==> config.mk <==
export PLATFORM = sky130hd
export DESIGN_NAME = ptmch_trg_seq
export DESIGN_NICKNAME = d
export VERILOG_FILES = /design/src/rtl/ptmch_trg_seq.sv
export SDC_FILE = /design/constraint.sdc
export NUM_CORES = 1
export LEC_CHECK = 0
export ABC_AREA = 1
export CORE_MARGIN = 1.5
export CORE_UTILIZATION = 42
export CTS_CLUSTER_SIZE = 25
export DETAILED_ROUTE_END_ITERATION = 8
export PLACE_DENSITY = 0.63
export SETUP_SLACK_MARGIN = 0.3
export SLEW_MARGIN = 20
export SYNTH_ARGS = -nofsm -noshare
export SYNTH_HDL_FRONTEND = slang
export SYNTH_SLANG_ARGS = --single-unit
==> constraint.sdc <==
create_clock -name CLK160M -period 2.5 [get_ports CLK160M]
set_input_delay 0.75 -clock CLK160M [delete_from_list [all_inputs] [get_ports CLK160M]]
set_output_delay 0.75 -clock CLK160M [all_outputs]
set_load 0.005 [all_outputs]
==> src/rtl/ptmch_trg_seq.sv <==
// Four-channel trigger pulse sequencer: programmable delay/width per channel within a frame.
// Define PTMCH_TRG_RPT_EN to honour the RPT register (RPT+1 back-to-back frames per START).

module ptmch_trg_ch #(
   parameter int DLY_W = 16,
   parameter int WID_W = 8
) (
   input  logic             run,
   input  logic [DLY_W-1:0] t,
   input  logic [DLY_W-1:0] dly,
   input  logic [WID_W-1:0] wid,
   output logic             hit
);
   logic [DLY_W:0] t_x, lo_x, hi_x;

   // One extra bit so DLY+WID near the top of the range cannot wrap.
   assign t_x  = {1'b0, t};
   assign lo_x = {1'b0, dly};
   assign hi_x = lo_x + {{(DLY_W+1-WID_W){1'b0}}, wid};
   assign hit  = run && (wid != '0) && (t_x >= lo_x) && (t_x < hi_x);
endmodule

module ptmch_trg_seq #(
   parameter int NCH   = 4,
   parameter int DLY_W = 16,
   parameter int WID_W = 8,
   parameter int RPT_W = 8
) (
   input  logic             CLK160M,
   input  logic             RESET,
   input  logic             CFG_WE,
   input  logic [3:0]       CFG_ADDR,
   input  logic [15:0]      CFG_WDATA,
   input  logic             START,
   input  logic             ABORT,
   output logic [NCH-1:0]   TRG_PLS,
   output logic             BUSY,
   output logic             DONE,
   output logic             CFG_ERR,
   output logic [RPT_W-1:0] FRAME_CNT
);
   typedef enum logic [1:0] {S_IDLE, S_RUN, S_FIN} state_t;

   state_t                      state_q, state_d;
   logic [NCH-1:0][DLY_W-1:0]   dly_q, dly_d;
   logic [NCH-1:0][WID_W-1:0]   wid_q, wid_d;
   logic [DLY_W-1:0]            per_q, per_d;
   logic [DLY_W-1:0]            t_q, t_d;
   logic [RPT_W-1:0]            fc_q, fc_d;
   logic                        start_q, start_d;
   logic [NCH-1:0]              trg_q, trg_d;
   logic                        busy_q, busy_d;
   logic                        done_q, done_d;
   logic                        err_q, err_d;
`ifdef PTMCH_TRG_RPT_EN
   logic [RPT_W-1:0]            rpt_q, rpt_d;
   logic [RPT_W-1:0]            left_q, left_d;
`endif

   logic [NCH-1:0] hit;
   logic           run;
   logic           go, go_err, cfg_blk;

   assign run = (state_q == S_RUN);

   for (genvar n = 0; n < NCH; n++) begin : g_ch
      ptmch_trg_ch #(.DLY_W(DLY_W), .WID_W(WID_W)) u_ch (
         .run (run),
         .t   (t_q),
         .dly (dly_q[n]),
         .wid (wid_q[n]),
         .hit (hit[n])
      );
   end

   always_comb begin
      state_d = state_q;
      dly_d   = dly_q;
      wid_d   = wid_q;
      per_d   = per_q;
      t_d     = t_q;
      fc_d    = fc_q;
      err_d   = 1'b0;
`ifdef PTMCH_TRG_RPT_EN
      rpt_d   = rpt_q;
      left_d  = left_q;
`endif

      // START is registered once; a start pending in IDLE is taken on the next clock.
      start_d = START && !ABORT && !busy_q && (state_q == S_IDLE);
      go      = (state_q == S_IDLE) && start_q && !ABORT && (per_q != '0);
      go_err  = (state_q == S_IDLE) && start_q && !ABORT && (per_q == '0);
      cfg_blk = (state_q != S_IDLE) || busy_q || go;

      if (go_err) err_d = 1'b1;

      if (CFG_WE) begin
         if (cfg_blk) begin
            err_d = 1'b1;
         end else if (CFG_ADDR[3:2] == 2'b00) begin
            dly_d[CFG_ADDR[1:0]] = CFG_WDATA[DLY_W-1:0];
         end else if (CFG_ADDR[3:2] == 2'b01) begin
            wid_d[CFG_ADDR[1:0]] = CFG_WDATA[WID_W-1:0];
         end else if (CFG_ADDR == 4'd8) begin
            per_d = CFG_WDATA[DLY_W-1:0];
         end else if (CFG_ADDR == 4'd9) begin
`ifdef PTMCH_TRG_RPT_EN
            rpt_d = CFG_WDATA[RPT_W-1:0];
`endif
         end else begin
            err_d = 1'b1;
         end
      end

      case (state_q)
         S_IDLE: begin
            if (go) begin
               state_d = S_RUN;
               t_d     = '0;
               fc_d    = '0;
`ifdef PTMCH_TRG_RPT_EN
               left_d  = rpt_q;
`endif
            end
         end
         S_RUN: begin
            t_d = t_q + DLY_W'(1);
            if (t_q == per_q - DLY_W'(1)) begin
               fc_d = (fc_q == '1) ? fc_q : fc_q + RPT_W'(1);
               t_d  = '0;
`ifdef PTMCH_TRG_RPT_EN
               if (left_q != '0) left_d = left_q - RPT_W'(1);
               else              state_d = S_FIN;
`else
               state_d = S_FIN;
`endif
            end
         end
         S_FIN:   state_d = S_IDLE;
         default: state_d = S_IDLE;
      endcase

      // Abort wins over start, frame end and FIN; the frame count is frozen.
      if (ABORT) begin
         state_d = S_IDLE;
         t_d     = '0;
         fc_d    = fc_q;
      end

      trg_d  = ABORT ? '0 : hit;
      busy_d = !ABORT && (state_q != S_IDLE);
      done_d = !ABORT && (state_q == S_FIN);
   end

   always_ff @(posedge CLK160M) begin
      if (RESET) begin
         state_q <= S_IDLE;
         dly_q   <= '0;
         wid_q   <= '0;
         per_q   <= '0;
         t_q     <= '0;
         fc_q    <= '0;
         start_q <= 1'b0;
         trg_q   <= '0;
         busy_q  <= 1'b0;
         done_q  <= 1'b0;
         err_q   <= 1'b0;
`ifdef PTMCH_TRG_RPT_EN
         rpt_q   <= '0;
         left_q  <= '0;
`endif
      end else begin
         state_q <= state_d;
         dly_q   <= dly_d;
         wid_q   <= wid_d;
         per_q   <= per_d;
         t_q     <= t_d;
         fc_q    <= fc_d;
         start_q <= start_d;
         trg_q   <= trg_d;
         busy_q  <= busy_d;
         done_q  <= done_d;
         err_q   <= err_d;
`ifdef PTMCH_TRG_RPT_EN
         rpt_q   <= rpt_d;
         left_q  <= left_d;
`endif
      end
   end

   assign TRG_PLS   = trg_q;
   assign BUSY      = busy_q;
   assign DONE      = done_q;
   assign CFG_ERR   = err_q;
   assign FRAME_CNT = fc_q;
endmodule

After elaboration in Yosys (flattened, before gate mapping) --
Index checks and enable logic that the tools add are counted. Widths: inputs -> output; s select.
Storage, ports and cells: bits in registers 146, latch bits 0, memory bits (writable) 0, bits in read-only memories 0, bits of input ports 25, output and inout port bits 15, word-level logic and storage cells 114, memories 0
Cells by class: add/subtract/negate cells 7, multiply operators 0, divide/modulo/power cells 0, order comparisons 10, equality and inequality tests 10, shift-type cells 0, mux-type cells 23, bitwise gates (word level) 4, reductions and logical operators 43
Operators with widths (number):
- $add 16x8->17 | 4
- $lt 16x17->1 | 4
- $bwmux 64 | 1
- $ge 16x16->1 | 4
- $mux 16 | 3
- $bwmux 32 | 1
- $demux 16 s2 | 1
- $mux 8 | 4
- $pmux 16 s2 | 1
- $reduce_bool 8->1 | 4
- $logic_and 1x1->1 | 22
- $add 16x1->16 const B | 1
- $demux 8 s2 | 1
- $eq 16x16->1 | 1
- $logic_not 16->1 | 1
- $pmux 8 s2 | 1
- $reduce_bool 16->1 | 1
- $sub 16x1->16 const B | 1
- $reduce_and 5->1 | 2
- $add 8x1->8 const B | 1
- $eq 4x4->1 const B | 2
- $eq 8x8->1 const B | 1
- $mux 1 | 7
- $ne 2x2->1 const B | 3
- 15 further kinds | 25

Logic depth before layout (Yosys ltp) --
depth after elaboration 11, mapped depth 18, mapped depth without buffers 18

Hierarchy --
Synthesis repeated with hierarchy kept, for this count alone.
Second synthesis, totals: cell total of the unflattened synthesis 1677, area, all modules 11681.2 µm²
By module, submodules not included:
- ptmch_trg_seq | instances 1, cells an instance 813, area an instance 6276.0 µm², sequential area each 2922.8 µm²
- ptmch_trg_ch at g_ch[1].u_ch ... | instances 2, cells an instance 211, area an instance 1321.3 µm², sequential area each 0.0 µm²
- ptmch_trg_ch at g_ch[0].u_ch | instances 1, cells an instance 221, area an instance 1382.6 µm², sequential area each 0.0 µm²
- ptmch_trg_ch at g_ch[2].u_ch | instances 1, cells an instance 221, area an instance 1380.1 µm², sequential area each 0.0 µm²

Worst setup path after synthesis --
Ideal clock, no wire load.
kind reg2reg, start point register dly_q[16] (netlist bit), end point register trg_q[1] (netlist: TRG_PLS[1]), arrival time 2.448 ns, data required time 2.422 ns, path slack -0.026 ns, cell stages (with the launch flop) 18, path buffers 0, cells stage by stage dfxtp_1 -> ha_1 -> fa_1 -> nand3_1 -> nand2_1 -> nand2_1 -> o211ai_1 -> nand3_1 -> nor2_1 -> xor2_1 -> ha_1 -> nand2_1 -> nor2_1 -> a211oi_1 -> nor2_1 -> nor2_1 -> nand3_1 -> nor3_1
On the way: cells in the longest elaborated chain, start to end 3, elaborated cells between the ends (all ways) 5, classes of those cells add/sub (1); order compare (2); reduce/logical (2)
Ends and longest elaborated chain:
- start: declaration | line 45 | logic [NCH-1:0][DLY_W-1:0] dly_q, dly_d;
- start signal: assignment | line 174 | dly_q <= dly_d;
- $add 16x8->17 / $ge 16x16->1 (equally long branches) | line 19, 20
- $lt 16x17->1 / $logic_and 1x1->1 (equally long branches) | line 20 | assign hit = run && (wid != '0) && (t_x >= lo_x) && (t_x < hi_x);
- $logic_and 1x1->1 * | line 20
- end signal: assignment | line 180 | trg_q <= trg_d;
- end: declaration | line 51 | logic [NCH-1:0] trg_q, trg_d;
Mark *: on every way between the ends. The rest lies on a longest branch, timed or not. A chain may end at the register's enable or synchronous reset.

Worst setup path in the final report --
Same ends and word-level chain as after synthesis.

==> reports/metrics.yaml <==
ir_drop_v: 0.000396
rsz0062_at_grt: "true"
wl_um: 34500
detail_route.wl_per_cell_um: 16.9
clock_skew_ns: 0.0169
finalWorstSetupSlack_ns: -0.260
fillCellCount: 2336
nNetsFinal: 1894
drive_above_1_share: 0.213
syn-instance-count: 1514
start_util: 0.432
antenna_found_initial: 0
clkTransAtPathRegs_ns: 0.08
maxCapViolCount: 0
fmax_ghz: 0.362
synth_async_sr_flop_share: 0
drt_iter0_drc: 743
path_cells: "ha_4 > fa_2 > nand3_1 > nand2_1 > nand2_1 > o211ai_1 > nand3_1 > nor2_2 > xor2_1 > ha_1 > nand2_1 > nor2_1 > a211oi_1 > nor2_1 > nor2_1 > nand3_1 > nor3_1"
gp_congestion: 0.918
slew_headroom: 0.608
slowest_stage: "dfxtp_2"
cts_buffers: 17
grt_usage: 0.258
power.leakage_nw: 6.23
netlist_area_sq_um: 11000
vias: 11000
synth.avg_cell_area_sq_um: 7.25
firstDrtPassIters: 6
grt_max_degree: 33
drtAntennaViolNets: 0
syn_to_final_growth_pct: 29.9
hold_class: "reg2reg"
synth_edf_count: 0
core_sq_um: 25400
p_per_area_nw_per_um2: 414
diodes: 0
dp_hpwl_um: 25500
synth_flop_cell: "dfxtp_1"
clock_path_buffers: 2
die-width_um: 165
seq_area_frac_synth: 0.266
drcViolationCount: 0
htree_num_levels: 4
critical_path_class: "reg2reg"
worst_pin_slew_ns: 0.587
via_per_inst: 5.37
cp.required_ns: 2.86
cp.arrival_ns: 3.12
ioPinCount: 40
period_needed_ns: 2.76
grt_pass1_wl_um: 53500
final_hold_viol_count: 0
crit_fanout: 3
cts_sinks: 146
dieArea_sq_um: 27100
layout_worst_path_cycle_share: 1.10
final_max_slew_viol_count: 0
critPathLaunchType: "flip-flop"
tns_ns: -0.510
clk_latency_ns: 0.45
ys_types: 39
multi_input_area_sq_um: 7710
port_buffers: 39
cts_tree: "built"
die_h_um: 165
grt_overflow: 0
reg2reg_depth: 17
slowest_delay_ns: 0.35
regArea_sq_um: 2970
status: "finished with violations"
syn-num-nets: 1703
whs_ns: 0.447
grt_pass1_vias: 10300
holdPathStages: 1
violations: "setup timing"
rows: 58
endpoint_kind: "flip-flop"
synth_warnings: 0
setup_viol: 4
ys_ff_latch: 146
cts_root_buf: "clkbuf_16"
[repair_timing]
item / 4_1_cts / 5_1_grt
setup buffers: 5 / 7
gates resized for setup: 42 / 89
pin swaps: 29 / 31
setup endpoints to repair: 8 / 76
cloned: 0 / 1
hold buffers: 0 / 0
[critical path, delay by kind of cell (launching register included)]
kind | cells | cell delay (ns)
AO/OA/AOI/OAI | 2 | 0.31
XOR/XNOR | 1 | 0.17
adder cells (fa/ha/maj) | 3 | 0.82
flip-flops | 1 | 0.35
AND/OR/NAND/NOR | 11 | 1.03
[cells in the mapped netlist, types with 2 or more instances]
cell / number / area share
o221ai_1: 6 / 0.0048
a21oi_1: 219 / 0.10
nor2_4: 7 / 0.0072
nand3b_1: 4 / 0.0027
o21ai_1: 68 / 0.031
nor4_1: 8 / 0.0046
nand2_1: 227 / 0.078
xnor2_1: 11 / 0.0088
dfxtp_1: 146 / 0.27
nor3b_1: 2 / 0.0014
o211ai_1: 8 / 0.0055
inv_2: 6 / 0.0021
buf_4: 7 / 0.0048
nor2_1: 103 / 0.035
nor3_1: 37 / 0.017
o21a_1: 3 / 0.0021
buf_2: 10 / 0.0046
buf_6: 2 / 0.0021
ha_1: 160 / 0.18
clkbuf_2: 2 / 0.00091
or2_2: 2 / 0.0011
clkbuf_1: 16 / 0.0055
nand2_2: 10 / 0.0057
a211oi_1: 8 / 0.0055
o21ai_0: 75 / 0.034
nand3_1: 63 / 0.029
fa_1: 4 / 0.0073
nand4_1: 30 / 0.017
a21oi_2: 15 / 0.012
nand2_4: 3 / 0.0031
inv_1: 174 / 0.060
nor2_2: 7 / 0.0040
xor2_1: 65 / 0.052
[power by group]
part | total (mW) | internal (mW) | switching, mW | leakage [nW]
clock | 2.71 | 1.44 | 1.27 | 0.297
sequential | 2.41 | 2.37 | 0.0432 | 1.20
combinational | 0.787 | 0.334 | 0.453 | 4.73
[logic make-up after synthesis]
group                    count (synthesis)  share of synthesized area
AND/OR/NAND/NOR                        504                      0.206
buffers and inverters                  220                     0.0805
AO/OA/AOI/OAI                          404                      0.196
XOR/XNOR                                76                     0.0606
flip-flops                             146                      0.266
adder cells (fa/ha/maj)                164                      0.190
[final timing paths]
kind / start / to / slack (ns)
hold / removal: state_q[0] / DONE / 0.45
setup reg to reg: dly_q[16] / TRG_PLS[1] / -0.26
hold reg to reg: state_q[0] / DONE / 0.45
setup / recovery: dly_q[16] / TRG_PLS[1] / -0.26
[registers in the layout, indices dropped and copies added (netlist names)]
register,count
BUSY,1
DONE,1
CFG_ERR,1
FRAME_CNT,8
dly_q,64
t_q,16
wid_q,32
TRG_PLS,4
per_q,16
state_q,2
start_q,1
[layout make-up]
class,instances,area share
Clock inverter,15,0.0131
Clock buffer,17,0.0298
Multi-Input combinational cell,1148,0.541
Sequential cell,146,0.208
Inverter,182,0.0485
Timing Repair Buffer,210,0.130
Tap cell,330,0.0290
[metal layers]
metal | track usage | wire (um) | vias to the layer above
li1 | - | - | 5552
met1 | 0.341 | 15900 | 5111
met2 | 0.434 | 15900 | 273
met3 | 0.0369 | 1800 | 67
met4 | 0.0729 | 864 | 0
met5 | 0 | 0 | -
[cells in the final DEF (no fill, tap or decap), drive strengths merged]
master and instances:
xor2 65, buf 170, clkdlybuf4s50 38, o41ai 1, nand3b 4, nand4 31, dfxtp 146, ha 160
nor4 8, fa 4, nand3 63, clkbuf 18, inv 190, bufinv 1, xnor2 11, nor3b 2
nor3 37, nor2 117, o221ai 6, clkinv 5, or2 2, o21a 3, dlymetal6s2s 1, clkinvlp 1
a211oi 8, o21ai 143, a21oi 234, o211ai 8, nand2 240, o311ai 1
[per-stage QoR]
| stage | power (mW) | utilization | worst slack (ns) | instances | instance area [sq um] |
|---|---|---|---|---|---|
| after global routing | 6.15 | 0.561 | -0.442 | 2048 | 14300 |
| after CTS | 5.89 | 0.546 | -0.236 | 2040 | 13900 |
| after global placement | 3.18 | 0.511 | -0.237 | 2003 | 13000 |
| after detailed placement | 3.19 | 0.511 | -0.232 | 2003 | 13000 |
| final | 5.91 | 0.561 | -0.260 | 2048 | 14300 |
| after floorplan | 2.89 | - | 0.0234 | 1514 | 11000 |
(Power assumes the default switching activity.)
